===== src/rtl/key_cmd_decoder.sv =====
// rtl/key_cmd_decoder.sv - PS/2 scan-code to per-game-step command decoder
module key_cmd_decoder #(
    parameter bit ENABLE_WASD = 1'b1
) (
    input  logic       clk,
    input  logic       reset,
    input  logic [7:0] scan_code,
    input  logic       scan_valid,
    input  logic       tick,
    output logic       left,
    output logic       right,
    output logic       rotate,
    output logic       start,
    output logic       parse_err
);

    typedef enum logic [1:0] {
        S_IDLE    = 2'd0,
        S_EXT     = 2'd1,
        S_BRK     = 2'd2,
        S_EXT_BRK = 2'd3
    } state_t;

    localparam logic [7:0] CODE_EXT = 8'hE0;
    localparam logic [7:0] CODE_BRK = 8'hF0;

    state_t     state_q, state_d;
    logic [3:0] pend_q, pend_d;   // {start, rotate, right, left}
    logic [3:0] cmd_q, cmd_d;
    logic       err_q, err_d;
    logic       make_vld;
    logic       make_ext;
    logic [3:0] make_bits;
    logic [3:0] pend_base;

    always_comb begin
        state_d  = state_q;
        err_d    = err_q;
        make_vld = 1'b0;
        make_ext = 1'b0;
        if (scan_valid) begin
            case (state_q)
                S_IDLE: begin
                    if (scan_code == CODE_EXT)      state_d = S_EXT;
                    else if (scan_code == CODE_BRK) state_d = S_BRK;
                    else                            make_vld = 1'b1;
                end
                S_EXT: begin
                    if (scan_code == CODE_BRK) begin
                        state_d = S_EXT_BRK;
                    end else if (scan_code != CODE_EXT) begin
                        make_vld = 1'b1;
                        make_ext = 1'b1;
                        state_d  = S_IDLE;
                    end
                end
                S_BRK, S_EXT_BRK: begin
                    // The byte after F0 is the released key; a prefix here means a garbled stream.
                    if (scan_code == CODE_EXT || scan_code == CODE_BRK) err_d = 1'b1;
                    state_d = S_IDLE;
                end
                default: state_d = S_IDLE;
            endcase
        end
    end

    always_comb begin
        make_bits = 4'b0000;
        if (make_vld) begin
            if (make_ext) begin
                case (scan_code)
                    8'h6B:   make_bits = 4'b0001;
                    8'h74:   make_bits = 4'b0010;
                    8'h75:   make_bits = 4'b0100;
                    default: make_bits = 4'b0000;
                endcase
            end else begin
                case (scan_code)
                    8'h29:   make_bits = 4'b1000;
                    8'h1C:   make_bits = ENABLE_WASD ? 4'b0001 : 4'b0000;
                    8'h23:   make_bits = ENABLE_WASD ? 4'b0010 : 4'b0000;
                    8'h1D:   make_bits = ENABLE_WASD ? 4'b0100 : 4'b0000;
                    default: make_bits = 4'b0000;
                endcase
            end
        end
    end

    always_comb begin
        cmd_d     = cmd_q;
        pend_base = pend_q;
        if (tick) begin
            cmd_d = pend_q;
            if (pend_q[0] && pend_q[1]) cmd_d[1:0] = 2'b00;
            pend_base = 4'b0000;
        end
        // A make arriving on the tick cycle lands after the clear so it survives into the next step.
        pend_d = pend_base | make_bits;
    end

    always_ff @(posedge clk or negedge reset) begin
        if (!reset) begin
            state_q <= S_IDLE;
            pend_q  <= 4'b0000;
            cmd_q   <= 4'b0000;
            err_q   <= 1'b0;
        end else begin
            state_q <= state_d;
            pend_q  <= pend_d;
            cmd_q   <= cmd_d;
            err_q   <= err_d;
        end
    end

    assign left      = cmd_q[0];
    assign right     = cmd_q[1];
    assign rotate    = cmd_q[2];
    assign start     = cmd_q[3];
    assign parse_err = err_q;

endmodule


===== config.mk =====
export PLATFORM = sky130hd
export DESIGN_NAME = key_cmd_decoder
export DESIGN_NICKNAME = d
export VERILOG_FILES = /design/src/rtl/key_cmd_decoder.sv
export SDC_FILE = /design/constraint.sdc
export NUM_CORES = 1
export LEC_CHECK = 0
export BUFFER_PORTS_ARGS = -buffer_cell sky130_fd_sc_hd__buf_2
export CAP_MARGIN = 10
export CORE_MARGIN = 4
export CORE_UTILIZATION = 43
export DETAILED_ROUTE_END_ITERATION = 10
export GPL_ROUTABILITY_DRIVEN = 0
export PLACE_DENSITY = 0.77
export SLEW_MARGIN = 25
export SYNTH_ARGS = -nofsm -noshare
export SYNTH_HDL_FRONTEND = slang
export SYNTH_SLANG_ARGS = --single-unit
export TNS_END_PERCENT = 5

===== constraint.sdc =====
create_clock -name clk -period 1.2 [get_ports clk]
set_input_delay 0.12 -clock clk [delete_from_list [all_inputs] [get_ports clk]]
set_output_delay 0.12 -clock clk [all_outputs]
set_load 0.005 [all_outputs]

## After elaboration in Yosys (flattened, before gate mapping)

Index checks and enable logic that the tools add are counted.

- Register bits: 11
- Bits in latches: 0
- RAM bits: 0
- Bits in read-only memories: 0
- Bits of input ports: 12
- Output and inout port bits: 5
- Logic and storage cells: 45
- Memories: 0

- Add/sub/neg operators: 0
- Multipliers: 0
- Div/mod/pow operators: 0
- Magnitude comparators: 0
- Equal/unequal tests: 15
- Shift-type cells: 0
- Muxes and demuxes: 19
- Bitwise operators: 1
- Reduce and logical (&&, ||, !) cells: 6

Operators with widths:

| operator | number |
|---|---|
| equality test 8 x 7 -> 1 bit (second input constant) | 3 |
| equality test 8 x 5 -> 1 bit (second input constant) | 2 |
| equality test 8 x 6 -> 1 bit (second input constant) | 2 |
| equality test 8 bit (second input constant) | 2 |
| case mux 4 bit (4 select lines) | 1 |
| 2-to-1 mux 4 bit | 3 |
| 2-to-1 mux 2 bit | 5 |
| case mux 3 bit (3 select lines) | 1 |
| inequality test 8 bit (second input constant) | 1 |
| 2-to-1 mux 1 bit | 7 |
| inequality test 3 bit (second input constant) | 2 |
| case mux 2 bit (3 select lines) | 1 |
| AND reduction 3 bit | 2 |
| equality test 2 bit (second input constant) | 2 |
| bitwise OR 4 bit | 1 |
| equality test 2 x 1 -> 1 bit (second input constant) | 1 |
| zero test 2 bit | 1 |
| case mux 1 bit (2 select lines) | 1 |
| OR reduction 2 bit | 1 |
| logical AND 1 bit | 1 |
| logical OR 1 bit | 1 |

## Depth between registers and ports, before layout

Gate-level depths: netlist (run 1).

- Word-level depth: 8
- Mapped depth: 4
- Depth with buffers taken out: 4

## Least setup slack after synthesis (run 1)

No wires, ideal clock.

- Path type: reg2reg
- Start point: register state_q[0]
- End point: register pend_q[1]
- Library setup time: 83 ps
- Arrival: 1060 ps
- Slack: 57 ps
- Stages on the path, launching flop included: 5
- Buffers on the path: 0
- Period minus slack after synthesis: 1143 ps
- Path through: dfrtp_1 -> or4_1 -> nor3_1 -> a31oi_1 -> o22ai_1

- Cells in the longest elaborated chain, start to end: 6
- Elaborated cells on any way between the ends: 9
- Classes of those cells: 1 x eq/ne; 6 x mux; 1 x bitwise; 1 x reduce/logical

RTL lines:

| what | line | RTL |
|---|---|---|
| start, declared | 27 | `state_t state_q, state_d;` |
| start signal, assigned | 108 | `state_q <= state_d;` |
| equality test 2 x 1 -> 1 bit | 42 | `case (state_q)` |
| 2-to-1 mux 1 bit | 42 |  |
| 2-to-1 mux 1 bit | 41 | `if (scan_valid) begin` |
| 2-to-1 mux 4 bit | 70 | `if (make_ext) begin` |
| 2-to-1 mux 4 bit (*) | 69 | `if (make_vld) begin` |
| bitwise OR 4 bit (*) | 98 | `pend_d = pend_base \| make_bits;` |
| net pend_d[1] | 28 | `logic [3:0] pend_q, pend_d;` |
| end signal, assigned | 109 | `pend_q <= pend_d;` |
| end, declared | 28 |  |

Mark *: on every way through the listed nets, which the timed path passes. The rest lies on a longest branch.
A chain may end at the register's enable or synchronous reset.

## Worst setup path after layout (run 1)

Same ends and word-level chain as after synthesis.

==> results.py, run 1 <==
metrics = {
    "global_routing": {
        "grt_pass1_vias": 517,
        "grt_usage_pct": 14.1,
        "grt_overflow": 0,
        "grt_max_degree": 12,
        "grt_antenna_before_repair": 0,
        "grt_pass1_wl_um": 2040,
    },
    "floorplanning": {
        "initial_core_util_pct": 45.3,
        "die_w_um": 45.0,
        "fp-row-count": 13,
        "die_area_um2": 2030,
        "core_area_um2": 1300,
        "ios": 17,
        "die_h_um": 45.0,
    },
    "clock_tree": {
        "cts_sinks": 11,
        "cts_tree": "yes",
        "numCtsBuffers": 3,
        "clock_latency_ps": 270,
        "clk_pin_slew_ps": 60,
        "clockRootBuffer": "clkbuf_4",
        "htree_levels": 1,
        "clock_path_buffers": 2,
    },
    "detailed_routing": {
        "first_pass_iters": 4,
        "antenna_left": 0,
        "drt_wl_total_um": 1260,
        "via_per_inst": 5.47,
        "routedWlPerCell_um": 12.6,
        "drcViolationCount": 0,
        "drt-initial-drc-count": 15,
        "via_count": 547,
    },
    "power": {
        "p_leak_nw": 0.379,
        "powerDensity_nw_per_um2": 934,
        "ir_drop_v": 0.000396,
    },
    "sta": {
        "slew_headroom_pct": 75.8,
        "rsz0062_at_grt": "true",
        "worst_pin_slew_ps": 360,
        "skew_ps": 6.80,
        "fmaxAchievable_mhz": 801,
        "drv_slew": 0,
        "setup_ws_ps": -48.5,
        "hold_viol": 0,
        "post-route-min-period_ps": 1250,
        "fin_crit_sh_pct": 104,
        "setup_viol": 2,
    },
    "run": {
        "max_cap_viol_count": 0,
    },
    "synthesis": {
        "synth-seq-cells": 11,
        "ys_async_sr_fraction_pct": 100,
        "yosysWarnings": 0,
        "synth_seq_area_share_pct": 46.7,
        "syn_area_per_cell_um2": 9.99,
        "syn_nets": 71,
        "synth_edf_count": 0,
        "syn_inst": 59,
        "synthesis.area_um2": 589,
        "synth.distinct_cells": 27,
        "synth_ff_type": "dfrtp_1",
    },
    "worst_setup_path": {
        "critPathLaunchType": "flop",
        "crit_required_ps": 1390,
        "cp-end-kind": "flop",
        "cp.arrival_ps": 1430,
        "crit_fanout": 3,
        "crit_type": "flop to flop",
        "r2r_slack_ps": -50,
    },
    "placement": {
        "portBuffers": 16,
        "place_ws_ps": -33.5,
        "dpl.cell_count": 93,
        "dpl.hpwl_um": 946,
    },
    "finish": {
        "nNetsFinal": 98,
        "syn2layout_area_growth_pct": 33.1,
        "antennaDiodeCount": 0,
        "layout_commonest_cell": "buf_2",
        "drive_above_1_share_pct": 42.4,
        "final_cell_count_no_fill": 100,
        "mostFrequentLayoutCells": "buf_2 (16), dfrtp_1 (11), nand2_1 (7), inv_1 (6), buf_4 (6)",
    },
    "status": {
        "violations": "negative setup slack",
        "status": "finished, violations left",
    },
    "hold_path": {
        "holdCritPathClass": "primary input to flop",
    },
}
-- cells by family after synthesis --
group | after synthesis | share of synthesized area (%)
AND/OR/NAND/NOR | 25 | 28.2
AO/OA/AOI/OAI | 13 | 15.1
flip-flops | 11 | 46.7
buffers and inverters | 7 | 4.46
multiplexers | 3 | 5.52
-- timing repair --
action / 4_1_cts / 5_1_grt
setup endpoints to repair: 2 / 3
pin swaps: 0 / 1
cloned: 0 / 0
hold buffers: 1 / 0
buffers inserted: 1 / 1
hold endpoints to repair: 11 / 0
resized for setup: 1 / 3
-- cell type report --
class	instances	area, um^2
inverter	6	22.5
sequential	11	275
multi-input combinational	41	307
fill	114	517
timing repair buffer	23	135
clock buffer	4	26.3
tap	15	18.8
-- critical path: stages (launching register included) --
cell and delay (ps):
dfrtp_1 410, or4_4 430, nor3_2 120, a31oi_1 70, o22ai_1 140
-- power by group --
group / switching (mW) / total (mW) / internal [mW]
Combinational: 0.0560 / 0.106 / 0.0496
Sequential: 0.00309 / 0.377 / 0.374
Clock: 0.121 / 0.249 / 0.129
Total: 0.180 / 0.732 / 0.553
-- worst paths after layout --
| check | from | end | cells after the start |
|---|---|---|---|
| hold / removal | scan_valid | state_q[0]$_DFFE_PN0P_ | 2 |
| setup reg to reg | state_q[0]$_DFFE_PN0P_ | pend_q[1]$_DFF_PN0_ | 4 |
| setup / recovery | state_q[0]$_DFFE_PN0P_ | pend_q[1]$_DFF_PN0_ | 4 |
| hold reg to reg | parse_err$_DFFE_PN0P_ | parse_err$_DFFE_PN0P_ | 1 |
| min in group asynchronous | reset | pend_q[2]$_DFF_PN0_ | 2 |
| max in group asynchronous | reset | parse_err$_DFFE_PN0P_ | 2 |
-- synthesized netlist by cell type, types with 2 or more instances --
library cell / n / area share, %
mux2_2: 2 / 3.8
o22ai_1: 5 / 5.3
inv_1: 6 / 3.8
a21oi_1: 3 / 2.5
dfrtp_1: 11 / 47
nor3_1: 3 / 2.5
nand2_1: 7 / 4.5
nor2b_1: 2 / 2.1
nand3b_1: 2 / 2.5
-- per-stage QoR --
stage	setup TNS [ps]	total power [mW]	hold slack [ps]	instance area, um^2	util, %
after floorplan	0	0.422	-176	589	-
after global placement	-41.2	0.476	-2.00	714	54.9
after detailed placement	-38.2	0.477	0.0120	714	54.9
after CTS	-47.0	0.734	77.2	766	58.8
after global routing	-214	0.776	74.4	785	60.3
final	-57.5	0.732	89.7	785	60.3
-- per-layer routing --
metal | global-route usage (%) | vias to the layer above | part of all wire, %
li1 | - | 269 | -
met1 | 16.9 | 246 | 44
met2 | 21.5 | 26 | 45
met3 | 4.78 | 6 | 9.1
met4 | 8.77 | 0 | 2.3
met5 | 0 | - | 0
-- state kept, by name, indices dropped and copies added (netlist names) --
name,cells
state_q,2
pend_q,4
parse_err,1
cmd_q,4
No activity file was read; power rests on OpenSTA's default activity.
==> inputs of run 2 (changes only) <==
CORE_AREA = 4 4 41 43   (was default)
CORE_MARGIN = default   (was 4)
CORE_UTILIZATION = default   (was 43)
CTS_BUF_LIST = sky130_fd_sc_hd__clkbuf_2   (was default)
DIE_AREA = 0 0 45 47   (was default)
PLACE_DENSITY = 0.76   (was 0.77)
clock period = 1.3 ns   (was 1.2 ns; I/O delays follow)
==> run 2 against run 1 <==
Against the previous run:
- the run now ends clean
- sequential share of layout area rose by 2.2 points
- die area rose by 4.4%
- utilization fell by 3.3 points
- critical path type unchanged
==> results.py, run 2 (synthesized netlist as in run 1, its figures left out) <==
metrics = {
    "floorplanning": {
        "core_area_um2": 1300,
        "die_h_um": 47,
        "fp-row-count": 13,
        "die_area_um2": 2120,
        "ios": 17,
        "initial_core_util_pct": 45.3,
        "die_w_um": 45,
    },
    "power": {
        "switching_power_uw": 175,
        "powerDensity_nw_per_um2": 862,
        "ir_drop_v": 0.000462,
        "seqPwrFrac_pct": 54.6,
        "p_leak_nw": 0.353,
        "clockPowerShare_pct": 31.5,
        "p_int_uw": 465,
        "p_sw_share_pct": 27.4,
        "pwr-share-comb_pct": 13.9,
    },
    "worst_setup_path": {
        "crit_fanout": 4,
        "crit_required_ps": 1500,
        "crit_type": "flop to flop",
        "cp-end-kind": "flop",
        "r2r-start": "state_q[0]$_DFFE_PN0P_",
        "critPathLaunchType": "flop",
        "cp.arrival_ps": 1440,
        "worstSetupStartpoint": "state_q[0]$_DFFE_PN0P_",
        "r2r_cells": 4,
    },
    "finish": {
        "syn2layout_area_growth_pct": 25.9,
        "nNetsFinal": 94,
        "largestRegisters": "cmd_q: 4 flops, pend_q: 4 flops, state_q: 2 flops",
        "multiInputGateArea_um2": 299,
        "register_area_um2": 277,
        "layout_commonest_cell": "buf_2",
        "drive_above_1_share_pct": 40.7,
        "design_area_um2": 742,
        "fill_cells": 128,
        "antennaDiodeCount": 0,
        "mostFrequentLayoutCells": "buf_2 (16), dfrtp_1 (10), nand2_1 (7), inv_1 (6), o22ai_1 (5)",
    },
    "global_routing": {
        "grt_pass1_vias": 512,
        "grt_antenna_before_repair": 0,
        "grt_usage_pct": 15.0,
        "grt_overflow": 0,
        "grt_max_degree": 12,
        "grt_pass1_wl_um": 2190,
    },
    "clock_tree": {
        "htree_levels": 1,
        "cts_tree": "yes",
        "clock_path_buffers": 2,
        "numCtsBuffers": 3,
        "clockRootBuffer": "clkbuf_2",
        "clock_latency_ps": 270,
        "clk_pin_slew_ps": 110,
        "cts_sinks": 11,
    },
    "detailed_routing": {
        "routedWlPerCell_um": 13.8,
        "drcViolationCount": 0,
        "first_pass_iters": 4,
        "drt_wl_total_um": 1330,
        "via_count": 540,
        "via_per_inst": 5.63,
        "drt-initial-drc-count": 9,
        "antenna_left": 0,
    },
    "placement": {
        "place_ws_ps": 97.1,
        "dpl.hpwl_um": 937,
        "portBuffers": 16,
        "place_area_um2": 692,
    },
    "sta": {
        "setup_ws_ps": 65.8,
        "worst_pin_slew_ps": 475,
        "post-route-min-period_ps": 1230,
        "fin_crit_sh_pct": 94.9,
        "setup-tns-final_ps": 0,
        "skew_ps": 2.67,
        "setup_viol": 0,
        "fmaxAchievable_mhz": 810,
        "whs_ps": 79.9,
        "hold_viol": 0,
        "drv_slew": 0,
        "slew_headroom_pct": 68.0,
    },
    "status": {
        "status": "complete, no violations",
    },
    "run": {
        "max_cap_viol_count": 0,
    },
    "hold_path": {
        "min_from": "scan_valid",
        "holdCritPathClass": "primary input to flop",
        "worstHoldPathCells": 2,
    },
}
-- run 2: changes by cell type in the layout (fill, tap and decap cells not counted) --
cell	change
o41ai_2	-1
clkbuf_2	+4
buf_4	-4
clkbuf_4	-3
clkbuf_1	-1
o41ai_1	+1
dfrtp_1	-1
dfrtp_2	+1
-- run 2: path summary, 6_finish.rpt --
kind	slack [ps]	to
worst max-delay path	70	pend_q[1]$_DFF_PN0_
worst min-delay path	80	state_q[0]$_DFFE_PN0P_
worst max register to register	70	pend_q[1]$_DFF_PN0_
worst min register to register	480	parse_err$_DFFE_PN0P_
max in group asynchronous	840	state_q[0]$_DFFE_PN0P_
min in group asynchronous	240	pend_q[1]$_DFF_PN0_
-- run 2: area by class of cell --
class / instances / share of cell area [%]
inverters: 6 / 3.04
multi-input cells: 41 / 40.3
flip-flops and latches: 11 / 37.3
well taps: 15 / 2.53
clock buffers: 4 / 2.70
repair buffers: 19 / 14.2
-- run 2: metal layers --
metal / GRT usage [%] / share of wire, % / vias up
met1: 17.2 / 40 / 245
met2: 24.6 / 47 / 29
met3: 4.60 / 9.1 / 7
met4: 9.36 / 3.8 / 0
li1: - / - / 259
met5: 0 / 0 / -
-- run 2: worst max-delay path: stages (launching register included) --
cell and delay (ps):
dfrtp_2 450, or4_4 430, nor3_2 110, a31oi_1 60, o22ai_1 120
-- run 2: per-stage QoR --
step,power [mW],util (%),cells
6_report,0.640,57.0,96
5_1_grt,0.682,57.0,96
4_1_cts,0.632,55.5,95
3_5_place_dp,0.434,53.2,90
3_3_place_gp,0.431,53.2,90
2_1_floorplan,0.389,-,59
-- run 2: power by group through the flow --
| stage | clock, mW | sequential (mW) | combinational [mW] |
|---|---|---|---|
| 3_3_place_gp | 0 | 0.355 | 0.0760 |
| 5_1_grt | 0.232 | 0.350 | 0.0996 |
| 2_1_floorplan | 0 | 0.355 | 0.0341 |
| 3_5_place_dp | 0 | 0.356 | 0.0779 |
| 6_report | 0.202 | 0.349 | 0.0889 |
| 4_1_cts | 0.202 | 0.349 | 0.0809 |
-- run 2: what timing repair did --
| action | in CTS | in global routing |
|---|---|---|
| setup buffers | 0 | 1 |
| resized for setup | 0 | 4 |
| endpoints found under the hold margin | 11 | 0 |
| setup endpoints to repair | 0 | 2 |
| hold buffers | 1 | 0 |
